**src/rtl/tetris_button_decoder.sv**
```systemverilog
// Tetris button decoder: NES button levels -> one-cycle game command pulses.
// Optional input debounce when TETRIS_BUTTON_DEBOUNCE_EN is defined.
module tetris_button_decoder #(
  parameter int DAS_DELAY = 16,
  parameter int DAS_RATE  = 6,
  parameter int CNT_W     = 5
) (
  input  logic       i_clk,
  input  logic       i_reset,
  input  logic [7:0] i_buttons,
  input  logic       i_buttons_valid,
  output logic       o_move_left,
  output logic       o_move_right,
  output logic       o_soft_drop,
  output logic       o_hard_drop,
  output logic       o_rotate_cw,
  output logic       o_rotate_ccw,
  output logic       o_pause_toggle,
  output logic       o_select_pulse
);

  typedef enum logic [1:0] {
    S_IDLE,
    S_DELAY,
    S_REPEAT
  } das_state_t;

  localparam logic [CNT_W-1:0] LP_DLY_TC  = CNT_W'(DAS_DELAY - 2);
  localparam logic [CNT_W-1:0] LP_RATE_TC = CNT_W'(DAS_RATE - 1);

  logic [7:0]       r_prev;
  logic [7:0]       w_cur;
  logic [7:0]       w_rise;

  das_state_t       r_h_state;
  das_state_t       w_h_state_nx;
  logic             r_dir;
  logic             w_dir_nx;
  logic [CNT_W-1:0] r_h_cnt;
  logic [CNT_W-1:0] w_h_cnt_nx;
  logic             w_h_pulse;

  das_state_t       r_d_state;
  das_state_t       w_d_state_nx;
  logic [CNT_W-1:0] r_d_cnt;
  logic [CNT_W-1:0] w_d_cnt_nx;
  logic             w_d_pulse;

  logic             w_l;
  logic             w_r;
  logic             w_dn;

`ifdef TETRIS_BUTTON_DEBOUNCE_EN
  logic [7:0] r_raw;
  logic [7:0] w_eq;

  // A bit is accepted only after two identical consecutive samples;
  // otherwise the previously accepted level (r_prev) is kept.
  assign w_eq  = ~(i_buttons ^ r_raw);
  assign w_cur = (i_buttons & w_eq) | (r_prev & ~w_eq);

  // Remember the last raw sample for the stability comparison
  always_ff @(posedge i_clk) begin
    if (i_reset) begin
      r_raw <= 8'h00;
    end else if (i_buttons_valid) begin
      r_raw <= i_buttons;
    end
  end
`else
  assign w_cur = i_buttons;
`endif

  assign w_rise = w_cur & ~r_prev;
  assign w_l    = w_cur[6];
  assign w_r    = w_cur[7];
  assign w_dn   = w_cur[5];

  // Previous accepted vector for edge detection
  always_ff @(posedge i_clk) begin
    if (i_reset) begin
      r_prev <= 8'h00;
    end else if (i_buttons_valid) begin
      r_prev <= w_cur;
    end
  end

  // Horizontal DAS state register, advances once per strobe
  always_ff @(posedge i_clk) begin
    if (i_reset) begin
      r_h_state <= S_IDLE;
      r_dir     <= 1'b0;
      r_h_cnt   <= '0;
    end else if (i_buttons_valid) begin
      r_h_state <= w_h_state_nx;
      r_dir     <= w_dir_nx;
      r_h_cnt   <= w_h_cnt_nx;
    end
  end

  // Horizontal DAS next state; dir 1 = right, 0 = left
  always_comb begin
    w_h_state_nx = r_h_state;
    w_dir_nx     = r_dir;
    w_h_cnt_nx   = r_h_cnt;
    w_h_pulse    = 1'b0;
    if (w_l == w_r) begin
      w_h_state_nx = S_IDLE;
      w_h_cnt_nx   = '0;
    end else if (r_h_state == S_IDLE || w_r != r_dir) begin
      w_h_pulse    = 1'b1;
      w_dir_nx     = w_r;
      w_h_cnt_nx   = '0;
      w_h_state_nx = S_DELAY;
    end else if (r_h_state == S_DELAY) begin
      if (r_h_cnt == LP_DLY_TC) begin
        w_h_pulse    = 1'b1;
        w_h_cnt_nx   = '0;
        w_h_state_nx = S_REPEAT;
      end else begin
        w_h_cnt_nx = r_h_cnt + 1'b1;
      end
    end else begin
      if (r_h_cnt == LP_RATE_TC) begin
        w_h_pulse  = 1'b1;
        w_h_cnt_nx = '0;
      end else begin
        w_h_cnt_nx = r_h_cnt + 1'b1;
      end
    end
  end

  // Down DAS state register, advances once per strobe
  always_ff @(posedge i_clk) begin
    if (i_reset) begin
      r_d_state <= S_IDLE;
      r_d_cnt   <= '0;
    end else if (i_buttons_valid) begin
      r_d_state <= w_d_state_nx;
      r_d_cnt   <= w_d_cnt_nx;
    end
  end

  // Down DAS next state, same timing rules as horizontal
  always_comb begin
    w_d_state_nx = r_d_state;
    w_d_cnt_nx   = r_d_cnt;
    w_d_pulse    = 1'b0;
    unique case (r_d_state)
      S_IDLE: begin
        if (w_dn) begin
          w_d_pulse    = 1'b1;
          w_d_cnt_nx   = '0;
          w_d_state_nx = S_DELAY;
        end
      end
      S_DELAY: begin
        if (!w_dn) begin
          w_d_state_nx = S_IDLE;
          w_d_cnt_nx   = '0;
        end else if (r_d_cnt == LP_DLY_TC) begin
          w_d_pulse    = 1'b1;
          w_d_cnt_nx   = '0;
          w_d_state_nx = S_REPEAT;
        end else begin
          w_d_cnt_nx = r_d_cnt + 1'b1;
        end
      end
      S_REPEAT: begin
        if (!w_dn) begin
          w_d_state_nx = S_IDLE;
          w_d_cnt_nx   = '0;
        end else if (r_d_cnt == LP_RATE_TC) begin
          w_d_pulse  = 1'b1;
          w_d_cnt_nx = '0;
        end else begin
          w_d_cnt_nx = r_d_cnt + 1'b1;
        end
      end
      default: begin
        w_d_state_nx = S_IDLE;
        w_d_cnt_nx   = '0;
      end
    endcase
  end

  // Registered one-cycle command pulses, zero without a strobe
  always_ff @(posedge i_clk) begin
    if (i_reset) begin
      o_move_left    <= 1'b0;
      o_move_right   <= 1'b0;
      o_soft_drop    <= 1'b0;
      o_hard_drop    <= 1'b0;
      o_rotate_cw    <= 1'b0;
      o_rotate_ccw   <= 1'b0;
      o_pause_toggle <= 1'b0;
      o_select_pulse <= 1'b0;
    end else if (i_buttons_valid) begin
      o_move_left    <= w_h_pulse & ~w_dir_nx;
      o_move_right   <= w_h_pulse & w_dir_nx;
      o_soft_drop    <= w_d_pulse;
      o_hard_drop    <= w_rise[4];
      o_rotate_cw    <= w_rise[0];
      o_rotate_ccw   <= w_rise[1];
      o_pause_toggle <= w_rise[3];
      o_select_pulse <= w_rise[2];
    end else begin
      o_move_left    <= 1'b0;
      o_move_right   <= 1'b0;
      o_soft_drop    <= 1'b0;
      o_hard_drop    <= 1'b0;
      o_rotate_cw    <= 1'b0;
      o_rotate_ccw   <= 1'b0;
      o_pause_toggle <= 1'b0;
      o_select_pulse <= 1'b0;
    end
  end

endmodule

```
**config.mk**
```make
export PLATFORM = sky130hd
export DESIGN_NAME = tetris_button_decoder
export DESIGN_NICKNAME = d
export VERILOG_FILES = /design/src/rtl/tetris_button_decoder.sv
export SDC_FILE = /design/constraint.sdc
export NUM_CORES = 1
export LEC_CHECK = 0
export BUFFER_PORTS_ARGS = -buffer_cell sky130_fd_sc_hd__buf_2
export CORE_ASPECT_RATIO = 1.5
export CORE_MARGIN = 3
export CORE_UTILIZATION = 50
export CTS_CLUSTER_DIAMETER = 30
export DETAILED_ROUTE_END_ITERATION = 16
export GPL_TIMING_DRIVEN = 1
export PLACE_DENSITY = 0.82
export SLEW_MARGIN = 5
export SYNTH_ARGS = -nofsm -noshare
export SYNTH_HDL_FRONTEND = slang
export SYNTH_SLANG_ARGS = --single-unit
```
**constraint.sdc**
```tcl
create_clock -name i_clk -period 1.6 [get_ports i_clk]
set_input_delay 0.24 -clock i_clk [delete_from_list [all_inputs] [get_ports i_clk]]
set_output_delay 0.24 -clock i_clk [all_outputs]
set_load 0.005 [all_outputs]
```
; Yosys cells after proc, flatten, opt, wreduce, memory -nomap -nowiden
; Index checks and enable logic that the tools add are counted.
[totals]
output_inout_bits = 8
regBits = 28
inputBits = 11
word_cells = 76
[classes]
n_eq_ne = 12
n_mux = 33
n_reduce_logical = 9
add_sub_neg = 2
bitwise = 6
[ops]
columns = operator, n
row1 = $mux W5, 10
row2 = $mux W2, 8
row3 = $pmux W5 S3, 1
row4 = $mux W1, 12
row5 = $add A5 B1 Y5 const B, 2
row6 = $eq A5 B3 Y1 const B, 2
row7 = $eq A5 B4 Y1 const B, 2
row8 = $pmux W2 S3, 1
row9 = $reduce_bool A3 Y1, 2
row10 = $and A5 B5 Y5, 1
row11 = $not A5 Y5, 1
row12 = $eq A2 B1 Y1 const B, 2
row13 = $logic_not A2 Y1, 2
row14 = $ne A2 B2 Y1 const B, 2
row15 = $reduce_and A4 Y1, 1
row16 = $ne A3 B3 Y1 const B, 1
row17 = $pmux W1 S3, 1
row18 = $reduce_and A3 Y1, 1
row19 = $and A1 B1 Y1, 2
row20 = $eq A2 B2 Y1 const B, 1
row21 = $not A1 Y1, 2
row22 = $reduce_and A2 Y1, 1
row23 = $reduce_or A2 Y1, 1
row24 = $eq A1 B1 Y1, 1
row25 = 2 further kinds, 2

; Logic depth before layout (Yosys ltp)
[logic_depth]
word_depth = 6
ltp_mapped = 6
ltp_nobuf = 6

; Worst setup path before layout
; No wires, ideal clock.
[synth_timing]
path_type = register to register
startpoint = register r_d_state[0]
endpoint = register r_d_cnt[4]
setup_time_ns = 0.070
stages_incl_launch_ff = 7
path_buffers = 0
arrival_time_ns = 1.550
period_less_slack_ns = 1.620
required_time_ns = 1.530
path_slack_ns = -0.020
cell_sequence = dfxtp_1 -> inv_1 -> ha_1 -> nand3_1 -> o22a_4 -> or4_1 -> a21oi_1
[synth_via]
elab_chain_cells = 3
word_cells_on_any_way = 6
classes_between = 3 x eq/ne / 1 x mux / 2 x reduce/logical
[synth_lines]
columns = element, line_no
row1 = start: declaration, 43  ; das_state_t r_d_state;
row2 = start signal: assignment, 139  ; r_d_state <= w_d_state_nx;
row3 = $logic_not A2 Y1, 149  ; unique case (r_d_state)
row4 = $ne A2 B2 Y1 (no source line), n/a
row5 = $reduce_and A2 Y1 (no source line), n/a
row6 = end signal: assignment, 140  ; r_d_cnt <= w_d_cnt_nx;
row7 = end: declaration, 45  ; logic [CNT_W-1:0] r_d_cnt;
; Several ways; a longest one is shown, not always the timed one.
; A chain may end at the register's enable or synchronous reset.

; Worst setup path in the final report
; Ends and elaborated chain as after synthesis.

==> flow_summary.json <==
{
  "dpl.hpwl_um": 2180,
  "die_w_um": 49.2,
  "grt_pass1_wl_um": 4800,
  "period_needed_ns": 1.65,
  "place_congestion": 0.857,
  "rsz0062_at_grt": "yes",
  "diodes": 0,
  "clk_pin_slew_ns": 0.17,
  "drt_iter0_drc": 26,
  "reg2reg_from": "r_d_state[0]",
  "cts_tree": "built",
  "antenna_left": 0,
  "hold_ws_ns": 0.157,
  "yosysMostFrequentCell": "dfxtp_1",
  "grt_usage": 0.171,
  "cp.arrival_ns": 1.94,
  "fp.dieH_um": 70.8,
  "violations": "setup timing",
  "htreeDepth": 1,
  "io_buffers": 18,
  "path_class": "flop to flop",
  "hold_viol": 0,
  "setup_ws_ns": -0.0481,
  "grt_pass1_vias": 1187,
  "synthTopCellsByArea": "dfxtp_1, ha_1, mux2i_1",
  "fmax_mhz": 607,
  "path_cells": "inv_4, ha_4, nand3_2, o22a_4, or4_4, a21oi_2",
  "synth_seq_cells": 28,
  "end_kind": "flop",
  "synth_seq_area_share": 0.401,
  "synth_area_um2": 1400,
  "wl_per_cell_um": 14.0,
  "outcome": "finished with violations",
  "rows": 22,
  "clock_path_buffers": 2,
  "layout-drive-gt1-share": 0.296,
  "vias_per_cell": 5.60,
  "nets": 202,
  "hp-start": "i_buttons[0]",
  "wirelength_um": 3000,
  "n_fill_cell": 207,
  "power_density_nw_per_um2": 812,
  "synth.distinct_cells": 41,
  "clk_latency_ns": 0.34,
  "io_pins": 19,
  "synth-edff-count": 0,
  "worstMarginPinSlew_ns": 0.426,
  "min_path_type": "input port to flop",
  "start_kind": "flop",
  "grt_max_degree": 24,
  "root_buffer": "clkbuf_4",
  "cp-startpoint": "r_d_state[0]",
  "antenna_found_initial": 0,
  "maxCapViolations": 0,
  "core_um2": 2560,
  "p_leak_nw": 0.674,
  "synth_top_area_frac": 0.401,
  "synth_ff_type": "dfxtp_1",
  "grt.overflow.total": 0,
  "skew_ns": 0.0203,
  "slew_viol_final": 0,
  "period_share": 1.03,
  "max-vdd-ir-drop_mv": 0.568,
  "area_growth_syn_to_layout_pct": 21.3,
  "first_pass_iters": 5,
  "finalSetupViolCount": 1,
  "drc": 0,
  "power_mw": 1.38,
  "yosysWarningCount": 0,
  "worst_path_max_delay_cell": "or4_4",
  "required_ns": 1.89,
  "crit_fanout": 8,
  "cp_slowest_stage_delay_ns": 0.43,
  "synth_top_cell_by_area": "dfxtp_1",
  "initial_utilization": 0.546,
  "die_area_um2": 3480,
  "clock_sinks": 28,
  "synth_commonest_cells": "dfxtp_1, nor2_1, nand2_1",
  "relSlewSlack": 0.708,
  "syn_avg_cell_area_um2": 9.20,
  "syn_inst": 152,
  "vias": 1204,
  "syn_nets": 174,
  "async_flop_share": 0,
  "numCtsBuffers": 3
}
==> through the flow <==
stage	setup WS, ns	setup TNS (ns)	cells	instance area [um^2]	utilization
2_1_floorplan	0.00696	0	152	1410	-
3_5_place_dp	-0.0463	-0.0463	210	1590	0.620
4_1_cts	-0.0412	-0.0412	214	1650	0.645
3_3_place_gp	0.0358	0	210	1590	0.620
6_report	-0.0481	-0.0481	215	1700	0.663
5_1_grt	-0.123	-0.251	215	1700	0.663
==> state kept, by name, summed over array words and instances, names as in the netlist, 2 cells and up <==
| name | cells |
|---|---|
| r_d_cnt | 5 |
| r_d_state | 2 |
| r_h_cnt | 5 |
| r_h_state | 2 |
| r_prev | 5 |
==> cells by family (layout without fill, tap and decap cells) <==
group	count (synthesis)	in the layout	share of synthesized area
adders and majority gates	11	11	0.0984
AOI/OAI and AO/OA	21	21	0.106
DFF	28	28	0.401
muxes	8	8	0.0581
and+or+nand+nor	68	68	0.271
xor gates and xnor gates	5	5	0.0313
buffers and inverters	11	38	0.0340
==> cells in the final DEF (no fill, tap or decap), types with 4 or more instances in the layout <==
| cell type | count |
|---|---|
| a21oi_1 | 6 |
| buf_2 | 18 |
| buf_4 | 9 |
| dfxtp_1 | 24 |
| ha_1 | 8 |
| mux2i_1 | 7 |
| nand2_1 | 13 |
| nand2b_1 | 7 |
| nor2_1 | 18 |
| nor3b_1 | 6 |
| xor2_1 | 4 |
==> what timing repair did <==
action | CTS | global route
pin swaps | 0 | 4
buffers inserted | 0 | 1
gates cloned | 0 | 0
hold buffers | 0 | 0
setup endpoints to repair | 2 | 10
resized for setup | 8 | 10
==> worst max-delay path, delay by kind of cell (launching register included) <==
kind,cells,cell delay [ns]
and+or+nand+nor,2,0.49
DFF,1,0.40
AOI/OAI and AO/OA,2,0.40
adders and majority gates,1,0.27
buffers and inverters,1,0.04
==> power breakdown <==
part / internal, mW / switching [mW] / leakage, nW
registers: 0.722 / 0.0171 / 0.230
logic: 0.0751 / 0.0936 / 0.416
clock network: 0.253 / 0.217 / 0.0279
total: 1.05 / 0.328 / 0.674
==> routing by layer <==
metal / GRT usage / vias to the layer above / routed length [um]
met5: 0 / - / 0
met4: 0.0696 / 0 / 76
met3: 0.0295 / 9 / 70
met2: 0.352 / 25 / 1710
met1: 0.158 / 578 / 1150
li1: - / 592 / -
==> worst paths after layout <==
path	slack, ns	endpoint	depth (start not counted)
worst max-delay path	-0.05	r_d_cnt[4]	6
worst min register to register	0.43	o_select_pulse	1
worst min-delay path	0.16	r_prev[0]	3
worst max register to register	-0.05	r_d_cnt[4]	6
==> area by class of cell <==
class                           instances  area, um^2  area share
Multi-Input combinational cell        113         845       0.498
Sequential cell                        28         568       0.335
Timing Repair Buffer                   27         158      0.0929
Tap cell                               36        45.0      0.0265
Clock inverter                          1        30.0      0.0177
Inverter                                7        28.8      0.0170
Clock buffer                            3        22.5      0.0133
(Power assumes the default switching activity.)
